[src/rtl/ssf_in_feeder_if.sv]
// ssf_in_feeder host/processor bus bundle.
// Two sample sources, processor request/data, and host status.
interface ssf_in_feeder_if #(
    parameter int NUBITS = 32,
    parameter int AW     = 3
);
    logic [NUBITS-1:0] s0_data;
    logic              s0_valid;
    logic              s0_ready;
    logic [NUBITS-1:0] s1_data;
    logic              s1_valid;
    logic              s1_ready;
    logic [1:0]        req_in;
    logic [NUBITS-1:0] io_in;
    logic [AW:0]       level0;
    logic [AW:0]       level1;
    logic              clr_flags;
    logic [1:0]        underflow;
    logic              req_err;

    modport master (
        output s0_data, s0_valid, s1_data, s1_valid,
        output req_in, clr_flags,
        input  s0_ready, s1_ready, io_in,
        input  level0, level1, underflow, req_err
    );

    modport slave (
        input  s0_data, s0_valid, s1_data, s1_valid,
        input  req_in, clr_flags,
        output s0_ready, s1_ready, io_in,
        output level0, level1, underflow, req_err
    );
endinterface

[src/rtl/ssf_in_feeder.sv]
// Dual-channel input FIFO feeding the ssf processor io_in bus.
// Zero-latency read on req_in, hold register keeps the bus stable.
module ssf_in_feeder #(
    parameter int NUBITS = 32,
    parameter int DEPTH  = 8,
    parameter int AW     = 3
) (
    input  logic          clk,
    input  logic          rst,
    ssf_in_feeder_if.slave bus
);
    localparam logic [AW:0] FULL = (AW+1)'(DEPTH);

    logic [NUBITS-1:0] s_data [2];
    logic [1:0]        s_valid;
    logic [1:0]        ready;
    logic [1:0]        push;
    logic [1:0]        pop;
    logic [1:0]        empty;
    logic [AW:0]       level [2];
    logic [NUBITS-1:0] head [2];

    logic [1:0]        req;
    logic [1:0]        uf_set;
    logic              err_set;

    logic [NUBITS-1:0] io_d;
    logic [NUBITS-1:0] hold_q;
    logic [NUBITS-1:0] hold_d;
    logic [1:0]        underflow_q;
    logic [1:0]        underflow_d;
    logic              req_err_q;
    logic              req_err_d;

    assign s_data[0]  = bus.s0_data;
    assign s_data[1]  = bus.s1_data;
    assign s_valid[0] = bus.s0_valid;
    assign s_valid[1] = bus.s1_valid;
    assign req        = bus.req_in;

    // Channel 0 wins on an illegal two-hot request; channel 1 is left alone.
    always_comb begin
        empty[0]  = (level[0] == '0);
        empty[1]  = (level[1] == '0);
        pop[0]    = req[0] & ~empty[0];
        pop[1]    = req[1] & ~req[0] & ~empty[1];
        uf_set[0] = req[0] & empty[0];
        uf_set[1] = req[1] & ~req[0] & empty[1];
        err_set   = &req;
        push      = s_valid & ready;
    end

    for (genvar k = 0; k < 2; k++) begin : g_ch
        logic [NUBITS-1:0] mem_q [DEPTH];
        logic [AW-1:0]     wptr_q;
        logic [AW-1:0]     wptr_d;
        logic [AW-1:0]     rptr_q;
        logic [AW-1:0]     rptr_d;
        logic [AW:0]       level_q;
        logic [AW:0]       level_d;
        logic              ready_q;

        // Pointer and occupancy next state; push and pop may coincide.
        always_comb begin
            wptr_d  = wptr_q;
            rptr_d  = rptr_q;
            level_d = level_q;
            if (push[k]) begin
                wptr_d = wptr_q + AW'(1);
            end
            if (pop[k]) begin
                rptr_d = rptr_q + AW'(1);
            end
            unique case ({push[k], pop[k]})
                2'b10:   level_d = level_q + (AW+1)'(1);
                2'b01:   level_d = level_q - (AW+1)'(1);
                default: level_d = level_q;
            endcase
        end

        // Sample storage; contents are don't-care until the level covers them.
        always_ff @(posedge clk) begin
            if (push[k]) begin
                mem_q[wptr_q] <= s_data[k];
            end
        end

        // Pointers, level and registered ready (no req_in to ready path).
        always_ff @(posedge clk or negedge rst) begin
            if (!rst) begin
                wptr_q  <= '0;
                rptr_q  <= '0;
                level_q <= '0;
                ready_q <= 1'b0;
            end else begin
                wptr_q  <= wptr_d;
                rptr_q  <= rptr_d;
                level_q <= level_d;
                ready_q <= (level_d != FULL);
            end
        end

        assign level[k] = level_q;
        assign ready[k] = ready_q;
        assign head[k]  = mem_q[rptr_q];
    end

    // Bus mux: head of the popped channel, otherwise the last delivered sample.
    always_comb begin
        io_d = hold_q;
        unique case (1'b1)
            pop[0]:  io_d = head[0];
            pop[1]:  io_d = head[1];
            default: io_d = hold_q;
        endcase
    end

    // Sticky flag and hold next state; a set beats a clear on the same edge.
    always_comb begin
        hold_d      = (|pop) ? io_d : hold_q;
        underflow_d = uf_set | (underflow_q & {2{~bus.clr_flags}});
        req_err_d   = err_set | (req_err_q & ~bus.clr_flags);
    end

    // Hold register and sticky status flags.
    always_ff @(posedge clk or negedge rst) begin
        if (!rst) begin
            hold_q      <= '0;
            underflow_q <= '0;
            req_err_q   <= 1'b0;
        end else begin
            hold_q      <= hold_d;
            underflow_q <= underflow_d;
            req_err_q   <= req_err_d;
        end
    end

    assign bus.s0_ready  = ready[0];
    assign bus.s1_ready  = ready[1];
    assign bus.io_in     = io_d;
    assign bus.level0    = level[0];
    assign bus.level1    = level[1];
    assign bus.underflow = underflow_q;
    assign bus.req_err   = req_err_q;
endmodule

[src/flat_wrapper.sv]
// flat-port wrapper written by rule: the top's interface ports become plain ports
module ssf_in_feeder_flat 
#(
    parameter int NUBITS = 32,
    parameter int DEPTH  = 8,
    parameter int AW     = 3
)
  (clk, rst, bus_s0_data, bus_s0_valid, bus_s1_data, bus_s1_valid, bus_req_in, bus_clr_flags, bus_s0_ready, bus_s1_ready, bus_io_in, bus_level0, bus_level1, bus_underflow, bus_req_err);
  ssf_in_feeder_if #(.NUBITS(NUBITS), .AW(AW)) bus_i ();
  input  logic clk;
  input  logic rst;
  input wire logic [$bits(bus_i.s0_data)-1:0] bus_s0_data;
  input wire logic [$bits(bus_i.s0_valid)-1:0] bus_s0_valid;
  input wire logic [$bits(bus_i.s1_data)-1:0] bus_s1_data;
  input wire logic [$bits(bus_i.s1_valid)-1:0] bus_s1_valid;
  input wire logic [$bits(bus_i.req_in)-1:0] bus_req_in;
  input wire logic [$bits(bus_i.clr_flags)-1:0] bus_clr_flags;
  output wire logic [$bits(bus_i.s0_ready)-1:0] bus_s0_ready;
  output wire logic [$bits(bus_i.s1_ready)-1:0] bus_s1_ready;
  output wire logic [$bits(bus_i.io_in)-1:0] bus_io_in;
  output wire logic [$bits(bus_i.level0)-1:0] bus_level0;
  output wire logic [$bits(bus_i.level1)-1:0] bus_level1;
  output wire logic [$bits(bus_i.underflow)-1:0] bus_underflow;
  output wire logic [$bits(bus_i.req_err)-1:0] bus_req_err;
  assign bus_i.s0_data = bus_s0_data;
  assign bus_i.s0_valid = bus_s0_valid;
  assign bus_i.s1_data = bus_s1_data;
  assign bus_i.s1_valid = bus_s1_valid;
  assign bus_i.req_in = bus_req_in;
  assign bus_i.clr_flags = bus_clr_flags;
  assign bus_s0_ready = bus_i.s0_ready;
  assign bus_s1_ready = bus_i.s1_ready;
  assign bus_io_in = bus_i.io_in;
  assign bus_level0 = bus_i.level0;
  assign bus_level1 = bus_i.level1;
  assign bus_underflow = bus_i.underflow;
  assign bus_req_err = bus_i.req_err;
  ssf_in_feeder #(.NUBITS(NUBITS), .DEPTH(DEPTH), .AW(AW)) u_core (.clk(clk), .rst(rst), .bus(bus_i));
endmodule
[config.mk]
export PLATFORM = sky130hd
export DESIGN_NAME = ssf_in_feeder_flat
export DESIGN_NICKNAME = d
export VERILOG_FILES = /design/src/rtl/ssf_in_feeder_if.sv /design/src/rtl/ssf_in_feeder.sv /design/src/flat_wrapper.sv
export SDC_FILE = /design/constraint.sdc
export NUM_CORES = 1
export LEC_CHECK = 0
export ABC_CLOCK_PERIOD_IN_PS = 5900
export CORE_MARGIN = 4
export CORE_UTILIZATION = 45
export CTS_CLUSTER_SIZE = 16
export DETAILED_ROUTE_END_ITERATION = 12
export GPL_TIMING_DRIVEN = 0
export MAX_ROUTING_LAYER = met4
export PLACE_DENSITY_LB_ADDON = 0.08
export SYNTH_ARGS = -nofsm -noshare
export SYNTH_HDL_FRONTEND = slang
export SYNTH_SLANG_ARGS = --single-unit
[constraint.sdc]
create_clock -name clk -period 5.9 [get_ports clk]
set_input_delay 1.475 -clock clk [delete_from_list [all_inputs] [get_ports clk]]
set_output_delay 1.475 -clock clk [all_outputs]
set_load 0.005 [all_outputs]
==> impl_table.tex <==
\begin{tabular}{lr}
\hline
Metric & Value \\
\hline
\multicolumn{2}{l}{\textbf{Outcome}} \\
Result of the run & finished, final reports clean \\
\multicolumn{2}{l}{\textbf{Die}} \\
Floorplan Core Area & 48800 um2 \\
Initial core utilization & 0.455 \\
Die Outline Area & 53000 um2 \\
IO Pins & 116 \\
DIE HEIGHT & 230 um \\
Cell row count & 81 \\
DIE WIDTH & 230 um \\
\multicolumn{2}{l}{\textbf{Clock tree}} \\
Maximum clock insertion buffer count & 3 \\
Insertion delay to the later sink of the worst-skew pair & 0.61 ns \\
CTS H-Tree Depth & 2 \\
Sinks on the clock net & 569 \\
Clock tree from TritonCTS & done \\
Reg clk slew, reported paths & 0.06 ns \\
Total setup buffers inserted after CTS & 0 \\
Clk Tree Root Cell & sky130\_fd\_sc\_hd\_\_clkbuf\_16 \\
Clock buffers created by TritonCTS & 60 \\
\multicolumn{2}{l}{\textbf{Routing}} \\
Vias/cell & 5.68 \\
Number of nets still failing antenna checks after routing & 0 \\
Vias & 11500 \\
Routed length per placed instance & 26.5 um \\
Initial DRC Count & 961 \\
Post-detailed-route DRC marker count & 0 \\
Number of detailed-route iterations in the first pass & 5 \\
Total routed wirelength & 53400 um \\
\multicolumn{2}{l}{\textbf{Timing}} \\
Setup Skew & 0.0190 ns \\
Minimum period implied by the final worst setup slack & 5.74 ns \\
Remaining max-slew budget at the tightest pin & 0.374 \\
Highest clock frequency the design can meet & 0.174 GHz \\
RSZ-0062 raised after global routing & no \\
Post-route fraction of the period consumed by the critical path & 0.972 \\
\# setup viols final & 0 \\
Slew @ Worst Pin & 0.933 ns \\
Final count of hold timing violations & 0 \\
Final Max Slew Viols & 0 \\
\multicolumn{2}{l}{\textbf{Critical path}} \\
Required time worst endpoint & 4.43 ns \\
CP Max Fanout & 10 \\
Data arrival time of the critical path & 4.26 ns \\
FF-to-FF setup slack & 2.47 ns \\
CP endpoint kind & output port \\
Launching element type of the critical path & primary input \\
Critical setup path kind & in2out \\
\multicolumn{2}{l}{\textbf{Yosys}} \\
Syn Area/Cell & 20.3 um2 \\
Flop and latch count out of synthesis & 569 \\
Cell area after synthesis & 22200 um2 \\
Synthesized net count & 1179 \\
Number of warnings issued by yosys & 0 \\
Synthesized instance count & 1098 \\
Number of distinct library cells after synthesis & 43 \\
Sequential area share after synthesis & 0.755 \\
\multicolumn{2}{l}{\textbf{Power}} \\
Internal portion of total power & 9.66 mW \\
Switching Share & 0.304 \\
Net switching component of the power & 4.23 mW \\
Clock share of power & 0.280 \\
Sequential fraction of design power & 0.391 \\
Power Dens Cells & 516 nW/um2 \\
Lkg Pwr & 8.85 nW \\
Power share of the combinational group & 0.328 \\
Worst VDD drop & 0.277 mV \\
\multicolumn{2}{l}{\textbf{Layout}} \\
Final cell area excluding filler cells & 26900 um2 \\
Share of layout cells above drive strength 1 & 0.254 \\
Relative area change from synthesis to final layout & 21.0\% \\
Finished Core Util & 0.551 \\
Antenna diode instance count & 0 \\
Most common library cell in the layout ignoring fill and taps & sky130\_fd\_sc\_hd\_\_edfxtp\_1 \\
Count of nets after finishing & 1384 \\
Most frequent cells in the layout & 512 x sky130\_fd\_sc\_hd\_\_edfxtp\_1, 114 x sky130\_fd\_sc\_hd\_\_clkdlybuf4s50\_1, 95 x sky130\_fd\_sc\_hd\_\_mux4\_2, 71 x sky130\_fd\_sc\_hd\_\_mux2\_2, 64 x sky130\_fd\_sc\_hd\_\_a221o\_1 \\
Fillers & 3888 \\
\multicolumn{2}{l}{\textbf{GRT}} \\
Antenna violations before repair & 0 \\
Number of global-route vias before repair & 11700 \\
GRT Overall Usage & 0.208 \\
Pin count of the biggest net entering global routing & 37 \\
Global-route wire length before repair & 79000 um \\
Gr ovfl total & 0 \\
\multicolumn{2}{l}{\textbf{Placement}} \\
Cell area after placement & 24800 um2 \\
Final GP Congestion & 0.793 \\
Post-DP HPWL & 36500 um \\
I/O Buffers & 115 \\
\multicolumn{2}{l}{\textbf{Flow run}} \\
Max-cap check violation count & 0 \\
\multicolumn{2}{l}{\textbf{Hold path}} \\
Path category of the worst min-delay check & reg2reg \\
\hline
\end{tabular}
layer usage:
layer  GRT usage  up-vias  part of all wire
li1            -     4987                 -
met3      0.0425       85             0.061
met4      0.0554        0             0.022
met2       0.297      345              0.45
met1       0.310     6038              0.47
met5           -        -                 0
kinds of logic (layout without fill, tap and decap cells):
family,count (synthesis),in the layout,synth area share
multiplexers,198,198,0.149
buffers and inverters,66,320,0.0149
flip-flops,569,569,0.755
adder cells (fa/ha/maj),10,10,0.00563
AO/OA/AOI/OAI,112,112,0.0429
AND/OR/NAND/NOR,131,131,0.0275
XOR/XNOR,12,12,0.00473
final timing paths:
| kind | startpoint | to | depth (start not counted) |
|---|---|---|---|
| max | bus_req_in[0] | bus_io_in[17] | 8 |
| min | u_core.bus.underflow[1]$_DFF_PN0_ | u_core.bus.underflow[1]$_DFF_PN0_ | 1 |
| max reg2reg | u_core.bus.level1[1]$_DFF_PN0_ | u_core.bus.s1_ready$_DFF_PN0_ | 10 |
| min reg2reg | u_core.bus.underflow[1]$_DFF_PN0_ | u_core.bus.underflow[1]$_DFF_PN0_ | 1 |
| max in group asynchronous | rst | u_core.hold_q[20]$_DFFE_PN0N_ | 2 |
| min in group asynchronous | rst | u_core.bus.level0[0]$_DFF_PN0_ | 1 |
cell type report:
class,instances,area (um2),area share
Inverter,7,26.3,0.000977
Clock buffer,91,1750,0.0650
Clock inverter,20,303,0.0113
Sequential cell,569,16800,0.624
Buffer,59,305,0.0113
Timing Repair Buffer,143,1640,0.0608
Tap cell,664,831,0.0309
Multi-Input combinational cell,463,5250,0.195
critical path: stages:
cell and delay [ns]:
sky130_fd_sc_hd__clkdlybuf4s50_1 0.48, sky130_fd_sc_hd__nand2b_1 0.17, sky130_fd_sc_hd__or2_1 0.23, sky130_fd_sc_hd__buf_2 0.22, sky130_fd_sc_hd__clkbuf_2 0.30, sky130_fd_sc_hd__nor3_1 0.54, sky130_fd_sc_hd__a221o_1 0.28, sky130_fd_sc_hd__clkdlybuf4s50_1 0.55
cell usage after synthesis:
cell type	instances	area share
sky130_fd_sc_hd__o22ai_1	32	0.0090
sky130_fd_sc_hd__xor2_1	3	0.0012
sky130_fd_sc_hd__nor2_4	1	0.00051
sky130_fd_sc_hd__mux2_2	71	0.036
sky130_fd_sc_hd__edfxtp_1	512	0.69
sky130_fd_sc_hd__a21o_1	2	0.00067
sky130_fd_sc_hd__xnor2_1	9	0.0035
sky130_fd_sc_hd__or2_2	3	0.00084
sky130_fd_sc_hd__nor4_1	1	0.00028
sky130_fd_sc_hd__dfrtp_1	57	0.064
sky130_fd_sc_hd__mux2i_1	2	0.00090
sky130_fd_sc_hd__nand2_1	20	0.0034
sky130_fd_sc_hd__or2_1	1	0.00028
sky130_fd_sc_hd__a211o_1	2	0.00079
sky130_fd_sc_hd__nand3_1	7	0.0016
sky130_fd_sc_hd__buf_6	7	0.0035
sky130_fd_sc_hd__o21ai_2	1	0.00039
sky130_fd_sc_hd__buf_4	1	0.00034
sky130_fd_sc_hd__nand2b_1	7	0.0020
sky130_fd_sc_hd__nand3b_1	1	0.00034
sky130_fd_sc_hd__mux4_1	1	0.0012
sky130_fd_sc_hd__o211ai_1	1	0.00034
sky130_fd_sc_hd__a221o_1	64	0.029
sky130_fd_sc_hd__nor4bb_1	1	0.00045
sky130_fd_sc_hd__or4b_1	1	0.00045
sky130_fd_sc_hd__nor3_1	37	0.0083
sky130_fd_sc_hd__inv_2	2	0.00034
sky130_fd_sc_hd__buf_1	5	0.00084
sky130_fd_sc_hd__or3_1	1	0.00028
sky130_fd_sc_hd__and3_1	1	0.00028
sky130_fd_sc_hd__a21oi_1	4	0.00090
sky130_fd_sc_hd__clkbuf_1	25	0.0042
sky130_fd_sc_hd__nor2b_1	2	0.00056
sky130_fd_sc_hd__o21ai_0	3	0.00067
sky130_fd_sc_hd__buf_2	21	0.0047
sky130_fd_sc_hd__a2111o_1	1	0.00051
sky130_fd_sc_hd__mux2_1	29	0.015
sky130_fd_sc_hd__mux4_2	95	0.096
sky130_fd_sc_hd__nor2_1	47	0.0079
sky130_fd_sc_hd__a32o_1	1	0.00045
sky130_fd_sc_hd__inv_1	5	0.00084
sky130_fd_sc_hd__o32ai_1	1	0.00039
sky130_fd_sc_hd__ha_1	10	0.0056
timing repair:
| action | in CTS | in global routing |
|---|---|---|
| setup endpoints to repair | 4 | 9 |
| hold buffers | 0 | 0 |
| gates resized for setup | 2 | 7 |
| cloned | 0 | 0 |
flip-flops by register name (all words and copies together) (netlist names):
name and count:
u_core.bus.level0 4, u_core.bus.level1 4, u_core.bus.req_err 1, u_core.bus.s0_ready 1, u_core.bus.s1_ready 1, u_core.bus.underflow 2
u_core.g_ch.mem_q 512, u_core.g_ch.rptr_q 6, u_core.g_ch.wptr_q 6, u_core.hold_q 32
power by group through the flow:
stage / Combinational [mW] / Sequential [mW] / Clock (mW)
finish: 4.56 / 5.43 / 3.89
global route: 4.89 / 5.49 / 4.13
CTS: 4.64 / 5.43 / 3.97
detailed placement: 4.61 / 5.51 / 0
global placement: 4.36 / 5.55 / 0
floorplan: 2.66 / 5.47 / 0
per-stage QoR:
| stage | setup slack (ns) | hold slack (ns) | setup TNS [ns] | total power, mW | std cells |
|---|---|---|---|---|---|
| 4_1_cts | -0.0272 | 0.494 | -0.0473 | 14.0 | 2016 |
| 3_5_place_dp | -0.0989 | 0.480 | -0.156 | 10.1 | 1905 |
| 6_report | 0.164 | 0.486 | 0 | 13.9 | 2016 |
| 2_1_floorplan | 1.32 | 0.481 | 0 | 8.13 | 1098 |
| 3_3_place_gp | -1.99 | 0.475 | -225.84 | 9.90 | 1877 |
| 5_1_grt | 0.0498 | 0.527 | 0 | 14.5 | 2016 |
Note: power is estimated with default switching activity, not from simulation.
